File: config.mk
export PLATFORM = sky130hd
export DESIGN_NAME = ccu_arith_flat
export DESIGN_NICKNAME = d
export VERILOG_FILES = /design/src/rtl/edsac_ctrl_pkg.sv /design/src/rtl/ccu_arith_if.sv /design/src/rtl/minor_cycle_watchdog.sv /design/src/rtl/ccu_arith.sv /design/src/flat_wrapper.sv
export SDC_FILE = /design/constraint.sdc
export NUM_CORES = 1
export LEC_CHECK = 0
export CAP_MARGIN = 25
export CORE_MARGIN = 2
export CORE_UTILIZATION = 57
export DETAILED_ROUTE_END_ITERATION = 10
export GPL_ROUTABILITY_DRIVEN = 0
export HOLD_SLACK_MARGIN = 0.1
export PLACE_DENSITY = 0.87
export SLEW_MARGIN = 10
export SYNTH_ARGS = -nofsm -noshare
export SYNTH_HDL_FRONTEND = slang
export SYNTH_SLANG_ARGS = --single-unit
File: constraint.sdc
create_clock -name clk -period 3.3 [get_ports clk]
set_input_delay 0.33 -clock clk [delete_from_list [all_inputs] [get_ports clk]]
set_output_delay 0.33 -clock clk [all_outputs]
set_load 0.01 [all_outputs]
File: src/rtl/edsac_ctrl_pkg.sv
// Shared EDSAC control-section types and constants.
//   order_e     : order code carried with the MCU stimulating pulse (A, S, C, none).
//   ccu_state_e : arithmetic-order control unit sequencing states.
//   DEFAULT_MINOR_CYCLE_LEN : clocks between successive d0 pulses.
package edsac_ctrl_pkg;

    localparam int unsigned DEFAULT_MINOR_CYCLE_LEN = 18;

    typedef enum logic [1:0] {
        ORD_A    = 2'b00,
        ORD_S    = 2'b01,
        ORD_C    = 2'b10,
        ORD_NONE = 2'b11
    } order_e;

    typedef enum logic [1:0] {
        CCU_IDLE  = 2'b00,
        CCU_ARMED = 2'b01,
        CCU_GATE  = 2'b10
    } ccu_state_e;

endpackage

File: src/rtl/ccu_arith_if.sv
// Handshake and gating bundle between the MCU, the arithmetic-order control unit
// and the tank gating logic.
//   master : MCU/timing side; drives d0, odd, r2, inhibit, order, long_op.
//   slave  : control unit side; drives busy, gate, add_gate, sub_gate, col_gate, ep, err.
interface ccu_arith_if;
    import edsac_ctrl_pkg::*;

    logic   d0;
    logic   odd;
    logic   r2;
    logic   inhibit;
    order_e order;
    logic   long_op;
    logic   busy;
    logic   gate;
    logic   add_gate;
    logic   sub_gate;
    logic   col_gate;
    logic   ep;
    logic   err;

    modport master (
        output d0, odd, r2, inhibit, order, long_op,
        input  busy, gate, add_gate, sub_gate, col_gate, ep, err
    );

    modport slave (
        input  d0, odd, r2, inhibit, order, long_op,
        output busy, gate, add_gate, sub_gate, col_gate, ep, err
    );

endinterface

File: src/rtl/minor_cycle_watchdog.sv
// Counts clocks since the last d0 (or since enable rose) and flags a missing
// minor-cycle pulse.
//   clk, rst : clock and asynchronous active-high reset.
//   enable   : count only while high; counter held at zero otherwise.
//   d0       : minor-cycle start pulse; restarts the count.
//   timeout  : high on the clock edge at which the count would reach LIMIT.
module minor_cycle_watchdog #(
    parameter int unsigned LIMIT = 19
) (
    input  logic clk,
    input  logic rst,
    input  logic enable,
    input  logic d0,
    output logic timeout
);

    localparam int unsigned CNT_W = $clog2(LIMIT + 1);

    logic [CNT_W-1:0] cnt_q;
    logic [CNT_W-1:0] cnt_d;

    always_comb begin
        cnt_d = cnt_q;
        if (!enable || d0) begin
            cnt_d = '0;
        end else if (cnt_q != CNT_W'(LIMIT)) begin
            cnt_d = cnt_q + 1'b1;
        end
    end

    always_ff @(posedge clk or posedge rst) begin
        if (rst) begin
            cnt_q <= '0;
        end else begin
            cnt_q <= cnt_d;
        end
    end

    // Fires one edge early so the consumer acts on the very edge the limit is hit.
    assign timeout = enable & ~d0 & (cnt_q == CNT_W'(LIMIT - 1));

endmodule

File: src/rtl/ccu_arith.sv
// Arithmetic-order control unit: accepts the MCU stimulating pulse for A, S and C
// orders, aligns to minor-cycle timing and opens a one- or two-minor-cycle operand
// window on the gate of the latched order, then returns an end pulse.
//   clk, rst : clock and asynchronous active-high reset.
//   bus      : ccu_arith_if slave; inputs d0, odd, r2, inhibit, order, long_op;
//              registered outputs busy, gate, add_gate, sub_gate, col_gate, ep, err.
module ccu_arith
    import edsac_ctrl_pkg::*;
#(
    parameter int unsigned MINOR_CYCLE_LEN = DEFAULT_MINOR_CYCLE_LEN,
    parameter int unsigned MAX_MINOR       = 2
) (
    input  logic       clk,
    input  logic       rst,
    ccu_arith_if.slave bus
);

    localparam int unsigned MINOR_W = $clog2(MAX_MINOR + 1);
    localparam bit          LONG_OK = (MAX_MINOR >= 2);

    ccu_state_e       state_q, state_d;
    order_e           ord_q, ord_d;
    logic             long_q, long_d;
    logic [MINOR_W-1:0] minor_q, minor_d;
    logic             busy_q, busy_d;
    logic             add_q, add_d;
    logic             sub_q, sub_d;
    logic             col_q, col_d;
    logic             gate_q, gate_d;
    logic             ep_q, ep_d;
    logic             err_q, err_d;

    logic             accept_req;
    logic             align_d0;
    logic             timeout;
    logic [MINOR_W-1:0] minor_inc;
    logic [MINOR_W-1:0] minor_need;

    assign accept_req = bus.r2 & ~bus.inhibit & (bus.order != ORD_NONE);
    // Long operands start on an even minor cycle so the even/odd pair lines up.
    assign align_d0   = bus.d0 & (long_q ? ~bus.odd : bus.odd);
    assign minor_inc  = minor_q + 1'b1;
    assign minor_need = long_q ? MINOR_W'(2) : MINOR_W'(1);

    minor_cycle_watchdog #(
        .LIMIT (MINOR_CYCLE_LEN + 1)
    ) u_watchdog (
        .clk     (clk),
        .rst     (rst),
        .enable  (state_q != CCU_IDLE),
        .d0      (bus.d0),
        .timeout (timeout)
    );

    always_comb begin
        state_d = state_q;
        ord_d   = ord_q;
        long_d  = long_q;
        minor_d = minor_q;
        busy_d  = busy_q;
        add_d   = add_q;
        sub_d   = sub_q;
        col_d   = col_q;
        ep_d    = 1'b0;
        err_d   = err_q;

        unique case (state_q)
            CCU_IDLE: begin
                minor_d = '0;
                if (accept_req) begin
                    state_d = CCU_ARMED;
                    ord_d   = bus.order;
                    long_d  = bus.long_op & LONG_OK;
                    busy_d  = 1'b1;
                    if (bus.long_op && !LONG_OK) begin
                        err_d = 1'b1;
                    end
                end
            end

            CCU_ARMED: begin
                if (accept_req) begin
                    err_d = 1'b1;
                end
                if (timeout) begin
                    state_d = CCU_IDLE;
                    busy_d  = 1'b0;
                    err_d   = 1'b1;
                end else if (align_d0) begin
                    state_d = CCU_GATE;
                    minor_d = '0;
                    unique case (ord_q)
                        ORD_A:   add_d = 1'b1;
                        ORD_S:   sub_d = 1'b1;
                        ORD_C:   col_d = 1'b1;
                        default: ;
                    endcase
                end
            end

            CCU_GATE: begin
                if (accept_req) begin
                    err_d = 1'b1;
                end
                if (timeout) begin
                    state_d = CCU_IDLE;
                    busy_d  = 1'b0;
                    add_d   = 1'b0;
                    sub_d   = 1'b0;
                    col_d   = 1'b0;
                    err_d   = 1'b1;
                end else if (bus.d0) begin
                    if (minor_inc == minor_need) begin
                        state_d = CCU_IDLE;
                        minor_d = '0;
                        busy_d  = 1'b0;
                        add_d   = 1'b0;
                        sub_d   = 1'b0;
                        col_d   = 1'b0;
                        ep_d    = 1'b1;
                    end else begin
                        minor_d = minor_inc;
                    end
                end
            end

            default: begin
                state_d = CCU_IDLE;
                busy_d  = 1'b0;
                add_d   = 1'b0;
                sub_d   = 1'b0;
                col_d   = 1'b0;
            end
        endcase

        gate_d = add_d | sub_d | col_d;
    end

    always_ff @(posedge clk or posedge rst) begin
        if (rst) begin
            state_q <= CCU_IDLE;
            ord_q   <= ORD_NONE;
            long_q  <= 1'b0;
            minor_q <= '0;
            busy_q  <= 1'b0;
            add_q   <= 1'b0;
            sub_q   <= 1'b0;
            col_q   <= 1'b0;
            gate_q  <= 1'b0;
            ep_q    <= 1'b0;
            err_q   <= 1'b0;
        end else begin
            state_q <= state_d;
            ord_q   <= ord_d;
            long_q  <= long_d;
            minor_q <= minor_d;
            busy_q  <= busy_d;
            add_q   <= add_d;
            sub_q   <= sub_d;
            col_q   <= col_d;
            gate_q  <= gate_d;
            ep_q    <= ep_d;
            err_q   <= err_d;
        end
    end

    assign bus.busy     = busy_q;
    assign bus.gate     = gate_q;
    assign bus.add_gate = add_q;
    assign bus.sub_gate = sub_q;
    assign bus.col_gate = col_q;
    assign bus.ep       = ep_q;
    assign bus.err      = err_q;

endmodule

File: src/flat_wrapper.sv
// flat-port wrapper written by rule: the top's interface ports become plain ports
module ccu_arith_flat import edsac_ctrl_pkg::*;
#(
    parameter int unsigned MINOR_CYCLE_LEN = DEFAULT_MINOR_CYCLE_LEN,
    parameter int unsigned MAX_MINOR       = 2
)
  (clk, rst, bus_d0, bus_odd, bus_r2, bus_inhibit, bus_order, bus_long_op, bus_busy, bus_gate, bus_add_gate, bus_sub_gate, bus_col_gate, bus_ep, bus_err);
  ccu_arith_if bus_i ();
  input  logic clk;
  input  logic rst;
  input wire logic [$bits(bus_i.d0)-1:0] bus_d0;
  input wire logic [$bits(bus_i.odd)-1:0] bus_odd;
  input wire logic [$bits(bus_i.r2)-1:0] bus_r2;
  input wire logic [$bits(bus_i.inhibit)-1:0] bus_inhibit;
  input wire logic [$bits(bus_i.order)-1:0] bus_order;
  input wire logic [$bits(bus_i.long_op)-1:0] bus_long_op;
  output wire logic [$bits(bus_i.busy)-1:0] bus_busy;
  output wire logic [$bits(bus_i.gate)-1:0] bus_gate;
  output wire logic [$bits(bus_i.add_gate)-1:0] bus_add_gate;
  output wire logic [$bits(bus_i.sub_gate)-1:0] bus_sub_gate;
  output wire logic [$bits(bus_i.col_gate)-1:0] bus_col_gate;
  output wire logic [$bits(bus_i.ep)-1:0] bus_ep;
  output wire logic [$bits(bus_i.err)-1:0] bus_err;
  assign bus_i.d0 = bus_d0;
  assign bus_i.odd = bus_odd;
  assign bus_i.r2 = bus_r2;
  assign bus_i.inhibit = bus_inhibit;
  assign bus_i.order = bus_order;
  assign bus_i.long_op = bus_long_op;
  assign bus_busy = bus_i.busy;
  assign bus_gate = bus_i.gate;
  assign bus_add_gate = bus_i.add_gate;
  assign bus_sub_gate = bus_i.sub_gate;
  assign bus_col_gate = bus_i.col_gate;
  assign bus_ep = bus_i.ep;
  assign bus_err = bus_i.err;
  ccu_arith #(.MINOR_CYCLE_LEN(MINOR_CYCLE_LEN), .MAX_MINOR(MAX_MINOR)) u_core (.clk(clk), .rst(rst), .bus(bus_i));
endmodule
==> results of run 1 <==
[power breakdown]
group          internal (mW)  total, mW  switching [mW]
Clock                 0.0453      0.121          0.0761
Combinational          0.196      0.393           0.197
Sequential             0.306      0.363          0.0561
Total                  0.548      0.877           0.329
[kinds of logic (layout without fill, tap and decap cells)]
kind of cell | count (synthesis) | in the layout
AO/OA/AOI/OAI | 21 | 21
XOR/XNOR | 5 | 5
adder cells (fa/ha/maj) | 7 | 7
buffers and inverters | 14 | 31
flip-flops | 19 | 19
multiplexers | 5 | 5
AND/OR/NAND/NOR | 37 | 37
[stage by stage]
| step | total power [mW] | util (%) | hold WS, ns | cells | cell area (um^2) |
|---|---|---|---|---|---|
| floorplan | 0.6277 | - | 0.2797 | 108 | 1116 |
| global placement | 0.7320 | 67.17 | 0.4445 | 148 | 1277 |
| detailed placement | 0.7569 | 67.17 | 0.4458 | 148 | 1277 |
| CTS | 0.8776 | 68.62 | 0.4382 | 152 | 1305 |
| global route | 0.9338 | 68.62 | 0.4929 | 152 | 1305 |
| finish | 0.8767 | 68.62 | 0.4223 | 152 | 1305 |
[synth_stat cells (3+ instances only)]
master    instances
xor2_1            4
inv_1            12
nor2_1           12
nand2_1           4
mux2_2            4
dfrtp_1          17
ha_1              7
o22ai_1           3
nand2b_1          5
[registers in the layout (all words and copies together), names as in the netlist]
signal                   flops
u_core.long_q                1
u_core.bus.gate              1
u_core.state_q               2
u_core.ord_q                 2
u_core.bus.add_gate          1
u_core.bus.ep                1
u_core.u_watchdog.cnt_q      5
u_core.bus.col_gate          1
u_core.bus.err               1
u_core.minor_q               2
u_core.bus.busy              1
u_core.bus.sub_gate          1
[final timing paths]
| path | endpoint |
|---|---|
| worst min register to register | u_core.bus.err$_DFFE_PP0P_ |
| worst max register to register | u_core.bus.gate$_DFF_PP0_ |
| max in group asynchronous | u_core.state_q[1]$_DFFE_PP0P_ |
| min in group clk | u_core.bus.err$_DFFE_PP0P_ |
| worst max-delay path | u_core.bus.gate$_DFF_PP0_ |
| worst min-delay path | u_core.bus.add_gate$_DFF_PP0_ |
[area by class of cell]
class | instances | area [um^2] | area share [%]
inverters | 12 | 45.04 | 3.452
clock buffers | 3 | 22.52 | 1.726
clock inverters | 1 | 5.005 | 0.3835
multi-input cells | 75 | 570.5 | 43.72
well taps | 27 | 33.78 | 2.589
flip-flops and latches | 19 | 478.0 | 36.63
repair buffers | 15 | 150.1 | 11.51
[per-layer routing]
layer	vias up	share of wire [%]	GRT usage (%)
li1	406	-	-
met1	409	43	23.84
met2	25	50	36.84
met3	4	4.5	3.704
met4	0	2.0	10.81
met5	-	0	0
[worst register-to-register path, stage by stage (launching register included)]
cell and delay [ns]:
dfrtp_1 0.45, inv_1 0.11, ha_1 0.23, or2_1 0.29
or4b_4 0.60, a31oi_4 0.23, o22ai_1 0.13
==> metrics.cfg, run 1 <==
[place]
hpwl_um = 1611
port_buffers = 15
post-place-ws_ns = 1.028

[yosys]
synth_top_area_cell = dfrtp_1
syn_inst = 108
ys_ff_latch = 19
ys_seq_area_share_pct = 42.83
synth_mux_area_share_pct = 4.933
synth_compound_gate_area_share_pct = 16.14
avgSynthCellArea_um2 = 10.33
syn_area_um2 = 1116
synth.area.top_cells = dfrtp_1 (38%), ha_1 (7.8%), dfstp_2 (4.7%)
yosysTopAreaCellShare_pct = 38.12
yosysWarnings = 0
synthAdderAreaFrac_pct = 7.848
syn-num-nets = 124
synth_xor_area_share_pct = 3.924
synth_ff_type = dfrtp_1
synth_top_family_by_area = simple AND/OR/NAND/NOR gates
synth_edf_count = 0
synth_cell_types = 40
synthSimpleGateAreaFrac_pct = 18.27
synthArstFlopShare_pct = 100.0

[floorplan]
fp-row-count = 16
design.core.area_um2 = 1902
die_w_um = 48.25
die-area_um2 = 2328
start_util_pct = 58.68
num_io_pins = 16
die_h_um = 48.25

[power_and_ir_drop]
vdd_ir_drop_max_v = 0.0003407
p_per_area_nw_per_um2 = 671.8
leakagePower_nw = 0.6001

[cells_and_area]
finalNetCount = 142
final_common_cell = dfrtp_1
antenna_cells = 0
fillCellCount = 139
mostFrequentLayoutCells = dfrtp_1 (17), clkdlybuf4s50_1 (15), nor2_1 (12), inv_1 (12), ha_1 (7)
syn2layout_area_growth_pct = 16.93
drive_above_1_share_pct = 12.80

[drt]
remaining_drc_errors = 0
wl_um = 2067
antenna_left = 0
drt_iter0_markers = 17
wl_per_cell_um = 13.60
num_vias = 844
drt_pre_antenna_iters = 4
drt-vias-per-instance = 5.553

[timing]
clock.fmax_mhz = 464.8
layout_setup_ws_ns = 1.149
period_share_pct = 65.19
setup_viol = 0
worst_slew_pin_slew_ns = 0.7047
hold_violations = 0
fin_tns_setup_ns = 0
slew_headroom_pct = 52.97
finalClockSkew_ns = 0.004707
slew_violations = 0
rsz0062_at_grt = no
min_period_ns = 2.151

[setup_path]
cp_top_family = simple AND/OR/NAND/NOR gates
cp_num_buf_inv = 1
cp.depth = 6
r2r_slack_ns = 1.15
worst_r2r_path_depth = 6
max_stage_delay_ns = 0.60
required_ns = 3.48
reg2reg_from = u_core.state_q[1]$_DFFE_PP0P_
path_cells = inv_1, ha_1, or2_1, or4b_4, a31oi_4, o22ai_1
worstPathArrival_ns = 2.34
setup.worst_path.start = u_core.state_q[1]$_DFFE_PP0P_
end_kind = register
crit_type = register to register
cp_slowest_cell = or4b_4
cp-start-kind = register
cp_max_fo = 7

[clock_network]
cts_inserted_buffers = 3
clockBufferDepth = 2
cts_sinks = 19
cts_tree = built
cts_hold_buf = 0
cts_root_buffer = clkbuf_4
clk_pin_slew_ns = 0.11
clock_latency_ns = 0.30
cts_setup_buffers = 0
ctsResizeCount = 0
h-tree-depth = 1

[global_route]
grt_use_total_pct = 20.89
grt_antenna_before_repair = 0
overflow = 0
grt_max_degree = 20
grt_pass1_vias = 815
grt_pass1_wl_um = 3325

[run_status]
status = finished, final reports clean

[min_path]
hp-class = input port to asynchronous set/reset pin

[flow_run]
maxCapViolations = 0

Note: power is estimated with default switching activity, not from simulation.
==> run 2: changes to the inputs <==
--- a/config.mk
+++ b/config.mk
@@ -7,11 +7,11 @@
 export LEC_CHECK = 0
 export CAP_MARGIN = 25
 export CORE_MARGIN = 2
-export CORE_UTILIZATION = 57
+export CORE_UTILIZATION = 53
 export DETAILED_ROUTE_END_ITERATION = 10
 export GPL_ROUTABILITY_DRIVEN = 0
 export HOLD_SLACK_MARGIN = 0.1
-export PLACE_DENSITY = 0.87
+export PLACE_DENSITY = 0.82
 export SLEW_MARGIN = 10
 export SYNTH_ARGS = -nofsm -noshare
 export SYNTH_HDL_FRONTEND = slang
==> constraint.sdc (replaced) <==
create_clock -name clk -period 2.2 [get_ports clk]
set_input_delay 0.22 -clock clk [delete_from_list [all_inputs] [get_ports clk]]
set_output_delay 0.22 -clock clk [all_outputs]
set_load 0.01 [all_outputs]
==> run 2 against run 1 <==
Net effect:
- worst hold slack got worse by 0.090 ns
- register-to-register slack got worse by 1.0 ns
- global-route usage decreased by 1.8 points
- final area increased by 1.7%
- clock power increased by 45%
- via count decreased by 0.83%
- clock skew decreased by 0.0013 ns
- critical path type unchanged
==> metrics.cfg, run 2 (same netlist as run 1, synthesis figures left out) <==
[setup_path]
path_cells = inv_1, ha_1, or2_1, or4b_4, a31oi_4, o22ai_1
r2r_slack_ns = 0.14  ; -1.01 ns
max_stage_delay_ns = 0.58  ; -0.02 ns
reg2reg_from = u_core.state_q[0]$_DFFE_PP0P_
worstPathArrival_ns = 2.24  ; -0.10 ns
worst_r2r_endpoint = u_core.bus.gate$_DFF_PP0_
cp-start-kind = register
crit_type = register to register
worst_r2r_path_depth = 6  ; unchanged
cp_top_family = simple AND/OR/NAND/NOR gates
required_ns = 2.38  ; -1.10 ns
end_kind = register
cp_max_fo = 7  ; unchanged
cp_num_buf_inv = 1  ; unchanged
cp_slowest_cell = or4b_4
setup.worst_path.start = u_core.state_q[0]$_DFFE_PP0P_

[timing]
clock.fmax_mhz = 485.9  ; +4.5%
rsz0062_at_grt = no
finalClockSkew_ns = 0.003358  ; -0.001349 ns
fin_tns_setup_ns = 0  ; unchanged
min_period_ns = 2.058  ; -0.09335 ns
setup_viol = 0  ; unchanged
slew_headroom_pct = 53.43  ; +0.47 points
hold_violations = 0  ; unchanged
hold_ws_ns = 0.3320  ; -0.09034 ns
slew_violations = 0  ; unchanged
worst_slew_pin_slew_ns = 0.6977  ; -0.006976 ns
period_share_pct = 93.55  ; +28 points

[place]
port_buffers = 15  ; unchanged
hpwl_um = 1635  ; +1.5%
dpl.cell_count = 151  ; +2.0%

[cells_and_area]
largest_reg_flops = 5  ; unchanged
fin_cells = 155  ; +2.0%
antenna_cells = 0  ; unchanged
fillCellCount = 146  ; +5.0%
drive_above_1_share_pct = 14.84  ; +2.0 points
syn2layout_area_growth_pct = 18.95
mostFrequentLayoutCells = dfrtp_1 (17), clkdlybuf4s50_1 (15), nor2_1 (12), inv_1 (12), ha_1 (7)
finalNetCount = 145  ; +2.1%
final_common_cell = dfrtp_1
top_register = u_core.u_watchdog.cnt_q

[clock_network]
clockBufferDepth = 2  ; unchanged
clock_latency_ns = 0.29  ; about the same
h-tree-depth = 1  ; unchanged
cts_root_buffer = clkbuf_4
cts_tree = built
cts_setup_buffers = 0  ; unchanged
cts_inserted_buffers = 3  ; unchanged
clk_pin_slew_ns = 0.11  ; about the same
ctsResizeCount = 0  ; unchanged
cts_hold_buf = 0  ; unchanged
cts_sinks = 19  ; unchanged

[floorplan]
die-area_um2 = 2489  ; +6.9%
design.core.area_um2 = 1982  ; +4.2%
start_util_pct = 56.31  ; -2.4 points
die_w_um = 49.89  ; +3.4%
num_io_pins = 16  ; unchanged
fp-row-count = 16  ; unchanged
die_h_um = 49.89  ; +3.4%

[global_route]
grt_use_total_pct = 19.05  ; -1.8 points
grt_max_degree = 20  ; unchanged
overflow = 0  ; unchanged
grt_pass1_wl_um = 3719  ; +12%
grt_pass1_vias = 868  ; +6.5%
grt_antenna_before_repair = 0  ; unchanged

[drt]
wl_um = 2064  ; -0.15%
drt_iter0_markers = 22  ; +5
drt-vias-per-instance = 5.400  ; -2.7%
antenna_left = 0  ; unchanged
remaining_drc_errors = 0  ; unchanged
wl_per_cell_um = 13.32  ; -2.1%
drt_pre_antenna_iters = 4  ; unchanged
num_vias = 837  ; -0.83%

[power_and_ir_drop]
p_per_area_nw_per_um2 = 989.1  ; +47%
leakagePower_nw = 0.6145  ; +2.4%
vdd_ir_drop_max_v = 0.0004818  ; +41%

[run_status]
status = finished, final reports clean

[min_path]
hp-class = input port to asynchronous set/reset pin

[flow_run]
maxCapViolations = 0  ; unchanged

[run 2: cell type report]
type / instances / area, um^2 / share of cell area [%]
inverter: 12 / 45.04 / 3.393
timing repair buffer: 18 / 172.7 / 13.01
clock inverter: 1 / 5.005 / 0.3770
clock buffer: 3 / 22.52 / 1.697
tap: 27 / 33.78 / 2.545
sequential: 19 / 478.0 / 36.00
multi-input combinational: 75 / 570.5 / 42.98
[run 2: how the worst max path moves through the flow]
stage                     cells past startpoint                             to
after global placement                        6  u_core.bus.sub_gate$_DFF_PP0_
after CTS                                     6  u_core.state_q[0]$_DFFE_PP0P_
after floorplan                               8      u_core.bus.gate$_DFF_PP0_
after detailed placement                      6  u_core.bus.sub_gate$_DFF_PP0_
final                                         6      u_core.bus.gate$_DFF_PP0_
after global routing                          6    u_core.bus.busy$_DFFE_PP0P_
[run 2: stage by stage]
stage               setup WS, ns  utilization (%)  cell area (um^2)  total power, mW
finish                    0.1420            66.98              1328            1.313
global route             0.04469            66.98              1328            1.408
CTS                       0.1556            66.98              1328            1.320
detailed placement        0.1807            65.59              1300            1.142
global placement          0.2372            65.59              1300            1.119
floorplan                 0.1379                -              1116           0.9416
[run 2: worst register-to-register path, cell delays in order, from the launching register on]
cell and delay (ns):
dfrtp_1 0.45, inv_1 0.11, ha_1 0.24, or2_1 0.23, or4b_4 0.58, a31oi_4 0.22, o22ai_1 0.11
[run 2: routing by layer]
layer / global-route usage, % / up-vias / wire (um)
met3: 2.121 / 2 / 87
met4: 5.556 / 0 / 8
met2: 33.11 / 20 / 1038
met5: 0 / - / 0
met1: 24.76 / 402 / 929
li1: - / 413 / -
[run 2: power by group]
group          total, mW  switching, mW  internal (mW)
clock              0.175          0.108         0.0676
sequential         0.546         0.0867          0.460
combinational      0.591          0.282          0.309
